[config.mk]
export PLATFORM = sky130hd
export DESIGN_NAME = mc_maindec
export DESIGN_NICKNAME = d
export VERILOG_FILES = /design/src/rtl/mc_maindec.sv
export SDC_FILE = /design/constraint.sdc
export NUM_CORES = 1
export LEC_CHECK = 0
export ABC_AREA = 0
export CORE_MARGIN = 4
export CORE_UTILIZATION = 45
export CTS_BUF_LIST = sky130_fd_sc_hd__clkbuf_4
export CTS_CLUSTER_SIZE = 14
export DETAILED_ROUTE_END_ITERATION = 6
export DONT_BUFFER_PORTS = 1
export PLACE_DENSITY_LB_ADDON = 0.08
export SYNTH_ARGS = -nofsm -noshare
export SYNTH_HDL_FRONTEND = slang
export SYNTH_SLANG_ARGS = --single-unit
[constraint.sdc]
create_clock -name clk -period 2.01 [get_ports clk]
set_input_delay 0.1005 -clock clk [delete_from_list [all_inputs] [get_ports clk]]
set_output_delay 0.1005 -clock clk [all_outputs]
set_load 0.005 [all_outputs]
[src/rtl/mc_maindec.sv]
// mc_maindec -- multicycle main controller for the MIPS datapath.
// Steps each instruction through FETCH/DECODE/execute/memory/writeback
// states and drives the datapath controls for the current state.
// The opcode is captured in DECODE, so later states ignore changes on op.
// Parameters:
//   EXT_OPS  : 1 decodes ANDI/ORI/SLTI/BNE/JAL, 0 flags them illegal
//   MEM_WAIT : 1 stalls FETCH/MEMRD/MEMWR on mem_ready, 0 never stalls
// Ports:
//   clk, rst              : clock, async active-high reset
//   op[5:0]               : opcode field of the instruction register
//   mem_ready             : memory finishes the current access this cycle
//   mem_req, iord         : memory access active / address select
//   memwrite, irwrite, pcwrite, regwrite, branch, branchne : write enables
//   regdst, memtoreg, alusrca, zeroext, link : datapath mux selects
//   alusrcb[1:0], pcsrc[1:0], aluop[2:0]     : ALU / PC selects
//   illegal               : one-cycle pulse in DECODE on unsupported op
//   state[3:0]            : current state encoding (debug)
module mc_maindec #(
  parameter bit EXT_OPS  = 1'b1,
  parameter bit MEM_WAIT = 1'b1
) (
  input  logic       clk,
  input  logic       rst,
  input  logic [5:0] op,
  input  logic       mem_ready,
  output logic       mem_req,
  output logic       iord,
  output logic       memwrite,
  output logic       irwrite,
  output logic       pcwrite,
  output logic       regwrite,
  output logic       branch,
  output logic       branchne,
  output logic       regdst,
  output logic       memtoreg,
  output logic       alusrca,
  output logic       zeroext,
  output logic       link,
  output logic [1:0] alusrcb,
  output logic [1:0] pcsrc,
  output logic [2:0] aluop,
  output logic       illegal,
  output logic [3:0] state
);

  typedef enum logic [3:0] {
    S_FETCH   = 4'd0,
    S_DECODE  = 4'd1,
    S_MEMADR  = 4'd2,
    S_MEMRD   = 4'd3,
    S_MEMWB   = 4'd4,
    S_MEMWR   = 4'd5,
    S_RTYPEEX = 4'd6,
    S_ALUWB   = 4'd7,
    S_BRANCH  = 4'd8,
    S_IMMEX   = 4'd9,
    S_IMMWB   = 4'd10,
    S_JUMP    = 4'd11,
    S_JAL     = 4'd12
  } state_t;

  localparam logic [5:0] OP_RTYPE = 6'b000000;
  localparam logic [5:0] OP_LW    = 6'b100011;
  localparam logic [5:0] OP_SW    = 6'b101011;
  localparam logic [5:0] OP_BEQ   = 6'b000100;
  localparam logic [5:0] OP_BNE   = 6'b000101;
  localparam logic [5:0] OP_ADDI  = 6'b001000;
  localparam logic [5:0] OP_ANDI  = 6'b001100;
  localparam logic [5:0] OP_ORI   = 6'b001101;
  localparam logic [5:0] OP_SLTI  = 6'b001010;
  localparam logic [5:0] OP_J     = 6'b000010;
  localparam logic [5:0] OP_JAL   = 6'b000011;

  typedef struct packed {
    logic       mem_req;
    logic       iord;
    logic       memwrite;
    logic       irwrite;
    logic       pcwrite;
    logic       regwrite;
    logic       branch;
    logic       branchne;
    logic       regdst;
    logic       memtoreg;
    logic       alusrca;
    logic       zeroext;
    logic       link;
    logic [1:0] alusrcb;
    logic [1:0] pcsrc;
    logic [2:0] aluop;
    logic       illegal;
  } ctl_t;

  state_t     state_q, nxt;
  logic [5:0] op_q;
  ctl_t       c, c_o;
  logic       rdy;
  logic       dec_ok;
  state_t     dec_nxt;

  // With MEM_WAIT=0 every memory access completes in its first cycle.
  assign rdy = MEM_WAIT ? mem_ready : 1'b1;

  // Opcode decode for the DECODE state; extended ops are rejected when
  // EXT_OPS is off.
  always_comb begin
    dec_ok  = 1'b1;
    dec_nxt = S_FETCH;
    case (op)
      OP_RTYPE:                      dec_nxt = S_RTYPEEX;
      OP_LW, OP_SW:                  dec_nxt = S_MEMADR;
      OP_BEQ:                        dec_nxt = S_BRANCH;
      OP_ADDI:                       dec_nxt = S_IMMEX;
      OP_J:                          dec_nxt = S_JUMP;
      OP_BNE:                        begin dec_nxt = S_BRANCH; dec_ok = EXT_OPS; end
      OP_ANDI, OP_ORI, OP_SLTI:      begin dec_nxt = S_IMMEX;  dec_ok = EXT_OPS; end
      OP_JAL:                        begin dec_nxt = S_JAL;    dec_ok = EXT_OPS; end
      default:                       dec_ok  = 1'b0;
    endcase
  end

  always_ff @(posedge clk or posedge rst) begin
    if (rst) begin
      state_q <= S_FETCH;
      op_q    <= '0;
    end else begin
      state_q <= nxt;
      if (state_q == S_DECODE) op_q <= op;
    end
  end

  always_comb begin
    c   = '0;
    nxt = state_q;
    case (state_q)
      S_FETCH: begin
        c.mem_req = 1'b1;
        c.alusrcb = 2'b01;
        c.irwrite = rdy;
        c.pcwrite = rdy;
        if (rdy) nxt = S_DECODE;
      end
      S_DECODE: begin
        c.alusrcb = 2'b11;
        if (dec_ok) nxt = dec_nxt;
        else begin
          c.illegal = 1'b1;
          nxt       = S_FETCH;
        end
      end
      S_MEMADR: begin
        c.alusrca = 1'b1;
        c.alusrcb = 2'b10;
        nxt       = (op_q == OP_LW) ? S_MEMRD : S_MEMWR;
      end
      S_MEMRD: begin
        c.mem_req = 1'b1;
        c.iord    = 1'b1;
        if (rdy) nxt = S_MEMWB;
      end
      S_MEMWB: begin
        c.regwrite = 1'b1;
        c.memtoreg = 1'b1;
        nxt        = S_FETCH;
      end
      S_MEMWR: begin
        c.mem_req  = 1'b1;
        c.iord     = 1'b1;
        c.memwrite = 1'b1;
        if (rdy) nxt = S_FETCH;
      end
      S_RTYPEEX: begin
        c.alusrca = 1'b1;
        c.aluop   = 3'b010;
        nxt       = S_ALUWB;
      end
      S_ALUWB: begin
        c.regwrite = 1'b1;
        c.regdst   = 1'b1;
        nxt        = S_FETCH;
      end
      S_BRANCH: begin
        c.alusrca  = 1'b1;
        c.aluop    = 3'b001;
        c.pcsrc    = 2'b01;
        c.branch   = (op_q == OP_BEQ);
        c.branchne = (op_q == OP_BNE);
        nxt        = S_FETCH;
      end
      S_IMMEX: begin
        c.alusrca = 1'b1;
        c.alusrcb = 2'b10;
        case (op_q)
          OP_ANDI: begin c.aluop = 3'b011; c.zeroext = 1'b1; end
          OP_ORI:  begin c.aluop = 3'b100; c.zeroext = 1'b1; end
          OP_SLTI: c.aluop = 3'b101;
          default: c.aluop = 3'b000;
        endcase
        nxt = S_IMMWB;
      end
      S_IMMWB: begin
        c.regwrite = 1'b1;
        nxt        = S_FETCH;
      end
      S_JUMP: begin
        c.pcsrc   = 2'b10;
        c.pcwrite = 1'b1;
        nxt       = S_FETCH;
      end
      S_JAL: begin
        c.pcsrc    = 2'b10;
        c.pcwrite  = 1'b1;
        c.regwrite = 1'b1;
        c.link     = 1'b1;
        nxt        = S_FETCH;
      end
      default: nxt = S_FETCH;  // unused encodings recover with outputs idle
    endcase
  end

  // Reset masks the outputs directly so nothing fires while rst is high,
  // even though FETCH would otherwise request memory.
  assign c_o      = rst ? '0 : c;
  assign state    = rst ? 4'd0 : state_q;
  assign mem_req  = c_o.mem_req;
  assign iord     = c_o.iord;
  assign memwrite = c_o.memwrite;
  assign irwrite  = c_o.irwrite;
  assign pcwrite  = c_o.pcwrite;
  assign regwrite = c_o.regwrite;
  assign branch   = c_o.branch;
  assign branchne = c_o.branchne;
  assign regdst   = c_o.regdst;
  assign memtoreg = c_o.memtoreg;
  assign alusrca  = c_o.alusrca;
  assign zeroext  = c_o.zeroext;
  assign link     = c_o.link;
  assign alusrcb  = c_o.alusrcb;
  assign pcsrc    = c_o.pcsrc;
  assign aluop    = c_o.aluop;
  assign illegal  = c_o.illegal;

endmodule

==> metrics.cfg <==
[finish]
insertedDiodeCount = 0
layout-drive-gt1-share_pct = 14.9
final_nets = 144
final_cell_count_no_fill = 161
n_fill_cell = 214
final_core_util_pct = 53.7
layout.cells.most_common = nor2_1
layout_common_cells = nor2_1 (21), nand2_1 (11), dfrtp_1 (9), a21oi_1 (8), dlygate4sd3_1 (7)
syn2layout_area_growth_pct = 10.2

[floorplan]
design.core.area_mm2 = 0.00202
die_w_um = 54.8
dieHeight_um = 54.8
initial_core_util_pct = 48.8
rows = 16
design.die.area_mm2 = 0.00300
io_pins = 34

[grt]
overflow = 0
antenna_found_initial = 0
grt_start_max_net_pins = 18
grt_pass1_wl_um = 3950
grt_pass1_vias = 852
global_route.usage.total_pct = 18.2

[clocking]
cts_root_buf = clkbuf_4
clock_path_buffers = 2
post_cts_buffers = 0
tritoncts = built
htree_num_levels = 1
worst_skew_pair.late_latency_ns = 0.26
cts.reportedPaths.clkPinSlew_ns = 0.07
cts_buffers = 3
clock-sinks = 10

[worst_setup_path]
timing.setup.critical_path_class = reg -> out
cp_cell_sequence = nand2b_2 -> nor2_1 -> nand4_1 -> a21oi_1
crit_path_max_fanout = 14
critPathSlowestCell = dfrtp_1
critPathLaunch = state_q[0]
timing.critical_path.arrival_ns = 1.74
rr_startpoint = state_q[0]
cp.required_ns = 1.91
cp-start-kind = flop
critical_path.max_stage_delay_ns = 0.62
r2r.worst_path.cells = 3
crit_path_end_kind = output pin

[worst_hold_path]
worstHoldPathCells = 3
min_path_type = in -> reg
worst_hold_startpoint = op[4]

[sta]
final_max_slew_viol_count = 0
fin_skew_ns = 0.00624
final_critical_path_setup_slack_ns = 0.167
layout_min_cycle_time_ns = 1.84
worstMarginPinSlew_ns = 0.458
fin_crit_sh_pct = 91.7
final_hold_viol_count = 0
timing.final.setup_violations = 0
slew_headroom_pct = 69.5
tns_ns = 0
rsz0062_at_grt = no
timing.fmax_ghz = 0.543

[detailed_routing]
detailed_route_iter0_violations = 29
vias_per_cell = 6.06
drt-pass1-iter-count = 4
drtAntennaViolNets = 0
dr_total_vias = 975
drt-wirelength-per-cell_um = 15.6
totalWireLength_um = 2520
drc_errors = 0

[synth]
synth-warning-count = 0
synth_area_um2 = 986
avgSynthCellArea_um2 = 7.64
synth-seq-area-share_pct = 25.4
ys_types = 43
synth_enable_flop_cells = 0
synth_flop_cell = dfrtp_1
ys_ff_latch = 10
synth.net_count = 138
proportion_of_synthesized_flip_flops_having_asynchronous_set_or_reset_pct = 100
synthesis.instances = 129

[pwr]
max-vdd-ir-drop_uv = 735
power-per-cell-area_mw_per_mm2 = 1210
leakagePower_nw = 0.447

[outcome]
run_status = finished clean

[flow_run]
max_cap_violations = 0

[place]
hpwlAfterDp_um = 1880
routabilityCongestion = 0.847
dp.cells = 150
place_worst_setup_slack_ns = 0.379
buffers_on_ports = 0

repair_timing:
item	4_1_cts	5_1_grt
endpoints found under the setup margin	0	1
hold buffers	7	0
endpoints found under the hold margin	16	0
gates resized for setup	0	1
routing by layer:
layer / track usage, % / wire length [um]
met1: 26.0 / 1210
met2: 26.0 / 1010
met3: 3.00 / 242
met4: 9.13 / 48
met5: 0 / 0
kinds of logic (layout without fill, tap and decap cells):
logic type                Yosys count  count (layout)  share of synthesized area, %
and+or+nand+nor                    72              72                          42.1
DFF                                10              10                          25.4
muxes                               6               6                          6.85
AOI/OAI and AO/OA                  23              23                          15.1
buffers and inverters              14              19                          6.98
xor gates and xnor gates            4               4                          3.55
worst paths after layout:
path,end,slack (ns)
max,aluop[1],0.17
min,state_q[1],0.05
max reg2reg,op_q[3],0.38
min reg2reg,op_q[1],0.63
max in group asynchronous,state_q[2],1.36
min in group asynchronous,state_q[1],0.32
sequential cells by signal, indices dropped and copies added, names as in the netlist:
register  flops
state_q       4
op_q          6
cell usage after synthesis, drive strengths merged (2+ instances only):
cell / n / share of area, %
and3: 5 / 3.2
nor2: 22 / 8.6
nor4: 4 / 4.1
nor3: 7 / 4.7
nand2b: 4 / 2.8
mux2: 6 / 6.9
xor2: 2 / 1.8
nor3b: 2 / 2.0
inv: 6 / 2.3
buf: 7 / 4.3
a21oi: 8 / 4.1
nand4: 4 / 2.5
o21ai: 2 / 1.0
xnor2: 2 / 1.8
or2: 2 / 1.3
a21o: 2 / 1.5
nor4b: 2 / 1.8
nand2: 11 / 4.2
nor2b: 4 / 2.5
a31oi: 3 / 1.9
dfrtp: 10 / 25
report_power, final:
part | total (mW) | internal [mW] | leakage, nW | switching, mW
clock network | 0.139 | 0.0716 | 0.0154 | 0.0674
registers | 0.507 | 0.292 | 0.122 | 0.215
logic | 0.663 | 0.316 | 0.310 | 0.347
critical path: cells and delay by family (launching register included):
family	cells	cell delay (ns)
flip-flops	1	0.62
AO/OA/AOI/OAI	1	0.24
AND/OR/NAND/NOR	3	0.62
area by class of cell:
class,count,area [um2],share of cell area (%)
clock buffers,3,22.5,2.07
repair buffers,9,85.1,7.83
inverters,6,22.5,2.07
well taps,27,33.8,3.11
clock inverters,1,3.75,0.346
flip-flops and latches,10,251,23.2
multi-input cells,105,667,61.4
per-stage QoR:
step	power (mW)	instance area, um2	hold slack [ns]
2_1_floorplan	1.04	986	-0.0429
3_3_place_gp	1.14	988	0.0165
3_5_place_dp	1.15	988	0.0128
4_1_cts	1.31	1080	0.0450
5_1_grt	1.42	1090	0.0444
6_report	1.31	1090	0.0471
(Power assumes the default switching activity.)
